<file path="config.mk">
export PLATFORM = sky130hd
export DESIGN_NAME = ber_meas_ctrl_flat
export DESIGN_NICKNAME = d
export VERILOG_FILES = /design/src/rtl/ber_pkg.sv /design/src/rtl/ber_meas_ctrl_if.sv /design/src/rtl/ber_sat_cnt.sv /design/src/rtl/ber_meas_ctrl.sv /design/src/flat_wrapper.sv
export SDC_FILE = /design/constraint.sdc
export NUM_CORES = 1
export LEC_CHECK = 0
export ABC_AREA = 1
export ABC_CLOCK_PERIOD_IN_PS = 3300
export CAP_MARGIN = 10
export CORE_UTILIZATION = 39
export CTS_CLUSTER_SIZE = 40
export DETAILED_ROUTE_END_ITERATION = 10
export MAX_ROUTING_LAYER = met4
export PLACE_DENSITY_LB_ADDON = 0.2
export SLEW_MARGIN = 10
export SYNTH_ARGS = -nofsm -noshare
export SYNTH_HDL_FRONTEND = slang
export SYNTH_SLANG_ARGS = --single-unit
</file>
<file path="constraint.sdc">
create_clock -name CLK -period 3.3 [get_ports CLK]
set_input_delay 0.99 -clock CLK [delete_from_list [all_inputs] [get_ports CLK]]
set_output_delay 0.99 -clock CLK [all_outputs]
set_load 0.05 [all_outputs]
</file>
<file path="src/rtl/ber_pkg.sv">
// Shared definitions for the BER measurement path: counter widths used by
// ber_meas_ctrl and ber_7seg, and the sequencer state encoding.
package ber_pkg;

    localparam int BW_RECV = 58;
    localparam int BW_ERR  = 64;
    localparam int BW_LOSS = 8;

    localparam logic [2:0] ENC_IDLE   = 3'd0;
    localparam logic [2:0] ENC_CLEAR  = 3'd1;
    localparam logic [2:0] ENC_COUNT  = 3'd2;
    localparam logic [2:0] ENC_SNAP   = 3'd3;
    localparam logic [2:0] ENC_RESYNC = 3'd4;

    typedef enum logic [2:0] {
        ST_IDLE   = ENC_IDLE,
        ST_CLEAR  = ENC_CLEAR,
        ST_COUNT  = ENC_COUNT,
        ST_SNAP   = ENC_SNAP,
        ST_RESYNC = ENC_RESYNC
    } state_e;

endpackage

</file>
<file path="src/rtl/ber_meas_ctrl_if.sv">
// Bundle between the PRBS checker / operator controls and the measurement
// sequencer, plus the snapshot and status results going to the display.
interface ber_meas_ctrl_if;
    import ber_pkg::*;

    logic               RUN;
    logic               CLR;
    logic               LOCK;
    logic               BIT_VLD;
    logic               BIT_ERR;
    logic               START;
    logic [BW_RECV-1:0] RECV_CNT;
    logic [BW_ERR-1:0]  ERR_CNT;
    logic [BW_LOSS-1:0] LOSS_CNT;
    logic               SAT;
    logic               BUSY;

    modport master (
        output RUN, CLR, LOCK, BIT_VLD, BIT_ERR,
        input  START, RECV_CNT, ERR_CNT, LOSS_CNT, SAT, BUSY
    );

    modport slave (
        input  RUN, CLR, LOCK, BIT_VLD, BIT_ERR,
        output START, RECV_CNT, ERR_CNT, LOSS_CNT, SAT, BUSY
    );

endinterface

</file>
<file path="src/rtl/ber_sat_cnt.sv">
// Saturating up-counter: stops at all-ones instead of wrapping so a long run
// never reports a small, misleading total.
module ber_sat_cnt #(
    parameter int BW = 8
) (
    input  logic          CLK,
    input  logic          RSTX,
    input  logic          CLR,
    input  logic          INC,
    output logic [BW-1:0] Q,
    output logic          FULL
);

    logic [BW-1:0] q_q, q_d;

    always_comb begin
        q_d = q_q;
        if (CLR) begin
            q_d = '0;
        end else if (INC && !(&q_q)) begin
            q_d = q_q + BW'(1);
        end
    end

    always_ff @(posedge CLK) begin
        if (!RSTX) begin
            q_q <= '0;
        end else begin
            q_q <= q_d;
        end
    end

    assign Q    = q_q;
    assign FULL = &q_q;

endmodule

</file>
<file path="src/rtl/ber_meas_ctrl.sv">
// Measurement sequencer: gates BER counting on RUN/LOCK and snapshots the
// cumulative totals once per INTERVAL so ber_7seg divides stable operands.
module ber_meas_ctrl
    import ber_pkg::*;
#(
    parameter int INTERVAL = 50_000_000,
    parameter int BW_TMR   = 26
) (
    input logic            CLK,
    input logic            RSTX,
    ber_meas_ctrl_if.slave bus
);

    localparam logic [BW_TMR-1:0] TMR_LAST = BW_TMR'(INTERVAL - 1);

    state_e             state_q, state_d;
    logic [BW_TMR-1:0]  tmr_q, tmr_d;
    logic [BW_RECV-1:0] snap_recv_q, snap_recv_d;
    logic [BW_ERR-1:0]  snap_err_q, snap_err_d;
    logic               start_q, start_d;
    logic               sat_q, sat_d;
    logic               busy_q, busy_d;

    logic [BW_RECV-1:0] recv_q, recv_nxt;
    logic [BW_ERR-1:0]  err_q, err_nxt;
    logic [BW_LOSS-1:0] loss_q;
    logic               recv_full, err_full, loss_full;
    logic               counting, in_clear, snap_go;
    logic               recv_inc, err_inc, loss_inc;

    assign counting = (state_q == ST_COUNT) || (state_q == ST_SNAP);
    assign in_clear = (state_q == ST_CLEAR);
    assign recv_inc = counting && bus.BIT_VLD && bus.LOCK;
    assign err_inc  = recv_inc && bus.BIT_ERR;
    assign snap_go  = (state_q == ST_COUNT) && (state_d == ST_SNAP);
    assign loss_inc = counting && (state_d == ST_RESYNC) && !loss_full;

    // Snapshot must include the bit of the terminal COUNT cycle, so it is
    // taken from the counters' next value rather than their current one.
    assign recv_nxt = (recv_inc && !recv_full) ? recv_q + BW_RECV'(1) : recv_q;
    assign err_nxt  = (err_inc && !err_full) ? err_q + BW_ERR'(1) : err_q;

    ber_sat_cnt #(.BW(BW_RECV)) u_recv (
        .CLK  (CLK),
        .RSTX (RSTX),
        .CLR  (in_clear),
        .INC  (recv_inc),
        .Q    (recv_q),
        .FULL (recv_full)
    );

    ber_sat_cnt #(.BW(BW_ERR)) u_err (
        .CLK  (CLK),
        .RSTX (RSTX),
        .CLR  (in_clear),
        .INC  (err_inc),
        .Q    (err_q),
        .FULL (err_full)
    );

    ber_sat_cnt #(.BW(BW_LOSS)) u_loss (
        .CLK  (CLK),
        .RSTX (RSTX),
        .CLR  (in_clear),
        .INC  (loss_inc),
        .Q    (loss_q),
        .FULL (loss_full)
    );

    // RUN dominates, then CLR (ignored while idle), then loss of lock.
    always_comb begin
        state_d = state_q;
        if (!bus.RUN) begin
            state_d = ST_IDLE;
        end else if (bus.CLR && (state_q != ST_IDLE)) begin
            state_d = ST_CLEAR;
        end else if (!bus.LOCK && counting) begin
            state_d = ST_RESYNC;
        end else begin
            case (state_q)
                ST_IDLE:   if (bus.LOCK) state_d = ST_CLEAR;
                ST_CLEAR:  state_d = ST_COUNT;
                ST_COUNT:  if (tmr_q >= TMR_LAST) state_d = ST_SNAP;
                ST_SNAP:   state_d = ST_COUNT;
                ST_RESYNC: if (bus.LOCK) state_d = ST_COUNT;
                default:   state_d = ST_IDLE;
            endcase
        end
    end

    always_comb begin
        tmr_d       = tmr_q;
        snap_recv_d = snap_recv_q;
        snap_err_d  = snap_err_q;
        start_d     = 1'b0;
        sat_d       = sat_q | recv_full | err_full;
        busy_d      = (state_d != ST_IDLE);

        case (state_q)
            ST_CLEAR: tmr_d = '0;
            ST_COUNT: tmr_d = tmr_q + BW_TMR'(1);
            ST_SNAP:  tmr_d = BW_TMR'(1);
            default:  tmr_d = tmr_q;
        endcase

        if (in_clear) begin
            snap_recv_d = '0;
            snap_err_d  = '0;
            sat_d       = 1'b0;
        end else if (snap_go) begin
            snap_recv_d = recv_nxt;
            snap_err_d  = err_nxt;
            start_d     = (recv_nxt != '0);
        end
    end

    always_ff @(posedge CLK) begin
        if (!RSTX) begin
            state_q     <= ST_IDLE;
            tmr_q       <= '0;
            snap_recv_q <= '0;
            snap_err_q  <= '0;
            start_q     <= 1'b0;
            sat_q       <= 1'b0;
            busy_q      <= 1'b0;
        end else begin
            state_q     <= state_d;
            tmr_q       <= tmr_d;
            snap_recv_q <= snap_recv_d;
            snap_err_q  <= snap_err_d;
            start_q     <= start_d;
            sat_q       <= sat_d;
            busy_q      <= busy_d;
        end
    end

    assign bus.START    = start_q;
    assign bus.RECV_CNT = snap_recv_q;
    assign bus.ERR_CNT  = snap_err_q;
    assign bus.LOSS_CNT = loss_q;
    assign bus.SAT      = sat_q;
    assign bus.BUSY     = busy_q;

endmodule
</file>
<file path="src/flat_wrapper.sv">
// flat-port wrapper written by rule: the top's interface ports become plain ports
module ber_meas_ctrl_flat import ber_pkg::*;
#(
    parameter int INTERVAL = 50_000_000,
    parameter int BW_TMR   = 26
)
  (CLK, RSTX, bus_RUN, bus_CLR, bus_LOCK, bus_BIT_VLD, bus_BIT_ERR, bus_START, bus_RECV_CNT, bus_ERR_CNT, bus_LOSS_CNT, bus_SAT, bus_BUSY);
  ber_meas_ctrl_if bus_i ();
  input logic CLK;
  input logic RSTX;
  input wire logic [$bits(bus_i.RUN)-1:0] bus_RUN;
  input wire logic [$bits(bus_i.CLR)-1:0] bus_CLR;
  input wire logic [$bits(bus_i.LOCK)-1:0] bus_LOCK;
  input wire logic [$bits(bus_i.BIT_VLD)-1:0] bus_BIT_VLD;
  input wire logic [$bits(bus_i.BIT_ERR)-1:0] bus_BIT_ERR;
  output wire logic [$bits(bus_i.START)-1:0] bus_START;
  output wire logic [$bits(bus_i.RECV_CNT)-1:0] bus_RECV_CNT;
  output wire logic [$bits(bus_i.ERR_CNT)-1:0] bus_ERR_CNT;
  output wire logic [$bits(bus_i.LOSS_CNT)-1:0] bus_LOSS_CNT;
  output wire logic [$bits(bus_i.SAT)-1:0] bus_SAT;
  output wire logic [$bits(bus_i.BUSY)-1:0] bus_BUSY;
  assign bus_i.RUN = bus_RUN;
  assign bus_i.CLR = bus_CLR;
  assign bus_i.LOCK = bus_LOCK;
  assign bus_i.BIT_VLD = bus_BIT_VLD;
  assign bus_i.BIT_ERR = bus_BIT_ERR;
  assign bus_START = bus_i.START;
  assign bus_RECV_CNT = bus_i.RECV_CNT;
  assign bus_ERR_CNT = bus_i.ERR_CNT;
  assign bus_LOSS_CNT = bus_i.LOSS_CNT;
  assign bus_SAT = bus_i.SAT;
  assign bus_BUSY = bus_i.BUSY;
  ber_meas_ctrl #(.INTERVAL(INTERVAL), .BW_TMR(BW_TMR)) u_core (.CLK(CLK), .RSTX(RSTX), .bus(bus_i));
endmodule
</file>
==> results of run 1 <==
## power by group through the flow
stage / Combinational, µW / Sequential (µW) / Clock (µW)
finish: 150 / 3430 / 3960
global placement: 150 / 3510 / 0
CTS: 152 / 3430 / 4070
detailed placement: 152 / 3510 / 0
floorplan: 88.7 / 3520 / 0
global route: 166 / 3430 / 4190
## state kept, by name, indices dropped and copies added (netlist names)
| name | cells |
|---|---|
| u_core.u_loss.Q | 8 |
| u_core.bus.ERR_CNT | 64 |
| u_core.bus.START | 1 |
| u_core.bus.BUSY | 1 |
| u_core.tmr_q | 26 |
| u_core.u_err.Q | 64 |
| u_core.bus.SAT | 1 |
| u_core.u_recv.Q | 58 |
| u_core.bus.RECV_CNT | 58 |
| u_core.state_q | 3 |
## per-layer routing
metal / wire length [µm] / track usage, % / vias up / share of wire, %
met3: 1300 / 2.79 / 77 / 2.8
met2: 23100 / 44.1 / 248 / 50
met4: 1200 / 8.25 / 0 / 2.6
li1: - / - / 7418 / -
met1: 20300 / 29.8 / 6559 / 44
met5: 0 / - / - / 0
## cells by family (layout without fill, tap and decap cells)
group / Yosys count / after routing / share of synthesized area [%]
simple gates: 1178 / 1178 / 33.8
compound gates: 345 / 345 / 12.6
buf+inv: 333 / 511 / 9.04
flops: 284 / 284 / 39.2
xor+xnor: 82 / 82 / 4.96
fa+ha+maj: 4 / 4 / 0.345
mux: 1 / 1 / 0.0691
## cell type report
cell class / instances / area (µm²)
Fill cell: 3811 / 18800
Clock inverter: 16 / 225
Multi-Input combinational cell: 1610 / 7500
Sequential cell: 284 / 5690
Clock buffer: 43 / 956
Inverter: 255 / 963
Timing Repair Buffer: 197 / 1910
Tap cell: 468 / 586
## per-stage QoR
stage | cell area, µm² | setup TNS, ps
3_5_place_dp | 16700 | -180
2_1_floorplan | 14500 | 0
4_1_cts | 17800 | 0
3_3_place_gp | 16700 | -80.9
5_1_grt | 17800 | 0
6_report | 17800 | 0
## layout by cell type (no fill, tap or decap), types with 2 or more instances in the layout
| cell | count |
|---|---|
| buf_4 | 51 |
| bufinv_16 | 5 |
| a21oi_1 | 133 |
| clkbuf_8 | 5 |
| inv_2 | 12 |
| clkbuf_1 | 3 |
| inv_6 | 4 |
| clkbuf_16 | 35 |
| nor2_1 | 410 |
| nor2_2 | 4 |
| nor4_1 | 11 |
| nor2_4 | 3 |
| clkinvlp_4 | 2 |
| clkinv_1 | 5 |
| inv_1 | 236 |
| a21oi_2 | 7 |
| o221ai_1 | 2 |
| or3_1 | 2 |
| nand3b_1 | 12 |
| nor3_1 | 52 |
| a22oi_1 | 3 |
| ha_1 | 4 |
| o21ai_0 | 151 |
| o211ai_1 | 2 |
| dfxtp_1 | 284 |
| xor2_1 | 62 |
| a31oi_1 | 3 |
| nor3_2 | 2 |
| nand4_1 | 52 |
| and2_1 | 13 |
| clkinv_2 | 6 |
| o21ai_1 | 32 |
| buf_12 | 7 |
| nand3_1 | 70 |
| clkdlybuf4s50_1 | 139 |
| nand2_4 | 3 |
| a211oi_1 | 5 |
| xnor2_1 | 20 |
| a221oi_1 | 3 |
| nand2_1 | 541 |
## critical path, cell delays in order, from the launching register on
cell and delay [ps]:
dfxtp_1 480, nand2_1 120, nor2_1 190, nand2_1 120, nor2_1 210, nand2_1 180
nor2_4 150, nor2_4 50, buf_12 170, buf_12 180, nand2_1 80, nand2_1 60
nor2_1 110, nand2_1 70, nor2_1 200, nand2_1 80, nor2_1 200, a21oi_1 100
## final timing paths
kind	startpoint	to	slack (ps)
hold reg to reg	u_core.bus.RECV_CNT[5]	u_core.bus.RECV_CNT[5]	490
setup / recovery	u_core.u_recv.Q[40]	u_core.bus.START	430
hold / removal	u_core.bus.RECV_CNT[5]	u_core.bus.RECV_CNT[5]	490
setup reg to reg	u_core.u_recv.Q[40]	u_core.bus.START	430
==> out/metrics.cfg, run 1 <==
[die]
dieWidth_um = 195
die_area_um2 = 37900
io_pins = 140
core_um2 = 36600
rows = 70
die_h_um = 195
start_util_pct = 39.6

[routing]
dr.first_iter.drc_count = 745
drcViolationCount = 0
vias = 14300
dr.pass1.iters = 5
drt-total-wl_um = 45800
avgViaCountPerCell = 4.98
post_drt_wl_per_cell_um = 15.9
ant_nets = 0

[timing]
fin_crit_ps = 2870
setup_viol = 0
slew_viol_final = 0
rsz0062_at_grt = false
period_share_pct = 86.8
holdWs_ps = 487
setup_ws_ps = 434
tightest_slew_ps = 790
slew_headroom_pct = 46.8
hold_viol_final = 0
fmax_mhz = 349
fin_skew_ps = 19.0

[global_routing]
grt_pass1_wl_um = 73900
antenna_found_initial = 0
grt_max_degree = 113
grt_overflow = 0
grt_util_all_layers_pct = 25.1
grt_pass1_vias = 14000

[synthesis]
async_flop_share_pct = 0
yosys_warnings = 0
synth.most_common_cell = nand2_1
yosysSeqAreaShare_pct = 39.2
yosys-top-cells-count = nand2_1, nor2_1, dfxtp_1
avgSynthCellArea_um2 = 6.51
syn_nets = 2238
synth_ff_type = dfxtp_1
syn_area_um2 = 14500
synth_area_leader_cell = dfxtp_1
synth_top_area_share_pct = 39.2
ys_ff_latch = 284
synth_edf_count = 0
yosys-top-cells-area = dfxtp_1, nand2_1, nor2_1
syn_inst = 2227
synth_cell_type_count = 43

[placed_design]
port_buffers = 139
pre_cts_slack_ps = -143
place.gp.congestion = 0.988
dp_hpwl_um = 35200
placedCellCount = 2814

[pwr]
combPwrFrac_pct = 2.0
pwr-share-clk_pct = 52.5
power.switching_uw = 1620
power.total_uw = 7540
sw_frac_of_total_pct = 21.5
irDropWorstVdd_v = 0.000307
pwr-share-seq_pct = 45.5
p_int_uw = 5920
leakage_uw = 0.00660
pwr_density_cell_nw_per_um2 = 423

[job]
drv_cap = 0

[setup_path]
crit_fanout = 41
crit_path_end_kind = flop
path_class = flop to flop
r2r_cells = 17
arrival_ps = 3290
start_kind = flop
crit_required_ps = 3720

[clock_network]
cts_setup_buffers = 0
cts_htree_levels = 2
cts-root-buf = clkbuf_16
worstSkewPairLatency_ps = 540
cts.sinks = 284
ctsHoldBuffers = 0
cts_tree = built
cts-buffers-inserted = 34
cts_buffer_depth = 3
path_clk_slew_ps = 60
cts_resized = 0

[finish]
area_growth_pct = 23.1
post-route-util_pct = 48.7
drive_above_1_share_pct = 6.28
fin_cells = 2873
diodes = 0
fin_nets = 2393

[worst_hold_path]
whs_path_depth = 2
hold_path.class = flop to flop

[status]
status = completed

Power figures use the tool's default switching activity.
==> run 2: changes to the inputs <==
ABC_CLOCK_PERIOD_IN_PS = default   (was 3300)
==> results of run 2 <==
Final layout, timing and power as in run 1 (identical DEF).
==> run 3: changes to the inputs <==
SLEW_MARGIN = 20   (was 10)
SYNTH_HIERARCHICAL = 1   (was default)
==> out/metrics.cfg, run 3 <==
[finish]
fin_nets = 3606  ; +51%
area_growth_pct = 27.4
multi_input_area_um2 = 11700  ; +56%
post-route-util_pct = 50.6  ; +1.9 points
num-fill-cells = 5043  ; +32%
drive_above_1_share_pct = 12.7  ; +6.4 points
regArea_um2 = 5690  ; unchanged
final_common_cell = nand2_1
final_cell_mix = nand2_1, nor2_1, inv_1

[setup_path]
arrival_ps = 3660  ; +370 ps
crit_path_end_kind = flop
r2r_start = u_core/u_err/Q[0]
crit_required_ps = 3740  ; +20 ps
start_kind = input pin
path_class = input pin to flop
startpoint = bus_LOCK
crit_fanout = 5  ; -88%

[clock_network]
worstSkewPairLatency_ps = 560  ; +20 ps
cts_buffer_depth = 3  ; unchanged
cts_htree_levels = 2  ; unchanged
cts-root-buf = clkbuf_16
path_clk_slew_ps = 60  ; about the same
ctsHoldBuffers = 0  ; unchanged
cts-buffers-inserted = 36  ; +5.9%
cts_setup_buffers = 0  ; unchanged
cts.sinks = 284  ; unchanged
cts_resized = 0  ; unchanged
cts_tree = built

[worst_hold_path]
min_from = u_core/bus.RECV_CNT[29]
hold_path.class = flop to flop

[routing]
dr.pass1.iters = 6  ; +1
ant_nets = 0  ; unchanged
avgViaCountPerCell = 5.28  ; +6.0%
post_drt_wl_per_cell_um = 18.2  ; +14%
dr.first_iter.drc_count = 2212  ; +200%
vias = 22300  ; +56%
drcViolationCount = 0  ; unchanged
drt-total-wl_um = 77000  ; +68%

[synthesis]
yosys-top-cells-area = dfxtp_1, nand2_1, nor2_1
synth_ff_type = dfxtp_1
yosysSeqAreaShare_pct = 29.8  ; -9.5 points
synth.most_common_cell = nand2_1
yosys-top-cells-count = nand2_1, nor2_1, inv_1
syn_area_um2 = 19100  ; +32%
syn_nets = 3250  ; +45%
synth_edf_count = 0  ; unchanged
synth_top_area_share_pct = 29.8  ; -9.5 points
synth_area_leader_cell = dfxtp_1
ys_ff_latch = 284  ; unchanged
async_flop_share_pct = 0  ; unchanged
syn_inst = 3237  ; +45%
yosys_warnings = 6  ; +6
avgSynthCellArea_um2 = 5.90  ; -9.3%
synth_cell_type_count = 51  ; +19%

[pwr]
irDropWorstVdd_v = 0.000277  ; -9.9%
pwr_density_cell_nw_per_um2 = 337  ; -20%
leakage_uw = 0.00958  ; +45%

[timing]
setup_viol = 0  ; unchanged
hold_viol_final = 0  ; unchanged
fin_crit_ps = 3220  ; +355 ps
fin_setup_tns_ps = 0  ; unchanged
tightest_slew_ps = 954  ; +164 ps
slew_headroom_pct = 36.2  ; -11 points
period_share_pct = 97.6  ; +11 points
slew_viol_final = 0  ; unchanged
fin_skew_ps = 18.8  ; -0.212 ps
fmax_mhz = 310  ; -11%
rsz0062_at_grt = false

[die]
io_pins = 140  ; unchanged
rows = 80  ; +14%
dieWidth_um = 223  ; +15%
die_h_um = 223  ; +15%
die_area_um2 = 49900  ; +32%
core_um2 = 48000  ; +31%
start_util_pct = 39.8  ; +0.19 points

[global_routing]
grt_util_all_layers_pct = 31.4  ; +6.3 points
grt_pass1_vias = 20200  ; +44%
grt_max_degree = 90  ; -20%
grt_pass1_wl_um = 118000  ; +60%
grt_overflow = 0  ; unchanged
antenna_found_initial = 1  ; +1

[status]
status = completed

[job]
drv_cap = 0  ; unchanged

[placed_design]
dp_hpwl_um = 60200  ; +71%
place.gp.congestion = 1.01  ; +2.1%
port_buffers = 139  ; unchanged

## run 3: cell types whose count changed in the layout (fill, tap and decap cells not counted), moves of 12 or more
cell | before | now
nor2_4 | 3 | 15
a21oi_1 | 133 | 198
nand3_1 | 70 | 210
inv_1 | 236 | 300
xor2_1 | 62 | 46
o21ai_0 | 151 | 27
nand4_1 | 52 | 166
o21ai_1 | 32 | 6
nor2_1 | 410 | 652
nor2_2 | 4 | 41
buf_4 | 51 | 273
nand2_1 | 541 | 965
nand3b_1 | 12 | 24
## run 3: power by group
group	switching (µW)	total [µW]	internal, µW
sequential	3.94	3440	3430
clock	1670	4410	2740
combinational	260	353	92.8
total	1940	8200	6270
## run 3: kinds of logic after synthesis
group                    count (synthesis)  share of synthesized area [%]
AO/OA/AOI/OAI                          255                           7.04
AND/OR/NAND/NOR                       2196                           50.2
XOR/XNOR                                76                           3.48
adder cells (fa/ha/maj)                  6                          0.393
flip-flops                             284                           29.8
buffers and inverters                  420                           9.07
## run 3: layout make-up
type	count	area share (%)
multi-input combinational	2533	48.3
sequential	284	23.4
timing repair buffer	421	14.9
inverter	317	4.90
clock buffer	45	4.18
tap	615	3.16
clock inverter	18	1.20
antenna	1	0.0103
## run 3: worst paths after layout
kind	cells past startpoint	slack, ps	endpoint
min	2	460	u_core/bus.RECV_CNT[29]
max	13	80	u_core/bus.ERR_CNT[53]
min reg2reg	2	460	u_core/bus.RECV_CNT[29]
max reg2reg	17	130	u_core/bus.ERR_CNT[53]
## run 3: routing by layer
| layer | share of wire [%] | up-vias | GRT usage (%) |
|---|---|---|---|
| met3 | 8.9 | 75 | 6.32 |
| met1 | 50 | 10300 | 46.6 |
| met5 | 0 | - | - |
| li1 | - | 11100 | - |
| met2 | 40 | 814 | 43.2 |
| met4 | 1.5 | 0 | 6.23 |
## run 3: per-stage QoR
stage | instances | hold WS [ps] | worst slack, ps | power [µW] | instance area [µm²]
after detailed placement | 4170 | 453 | -289 | 3860 | 23000
after global placement | 4170 | 449 | -262 | 3860 | 23000
final | 4234 | 463 | 79.2 | 8200 | 24300
after floorplan | 3237 | 439 | 646 | 3740 | 19100
after global routing | 4234 | 478 | 0.662 | 8450 | 24300
after CTS | 4233 | 464 | 265 | 8300 | 24300
## run 3: critical path: stages
cell and delay, ps:
clkdlybuf4s50_1 500, nand2_2 140, nor2_4 210, nand3b_4 190
nor2_2 180, nand3_1 110, nor3_1 430, nand4_1 290
buf_4 220, nor2_1 80, nand2_1 50, a21oi_1 200
nor2_1 60
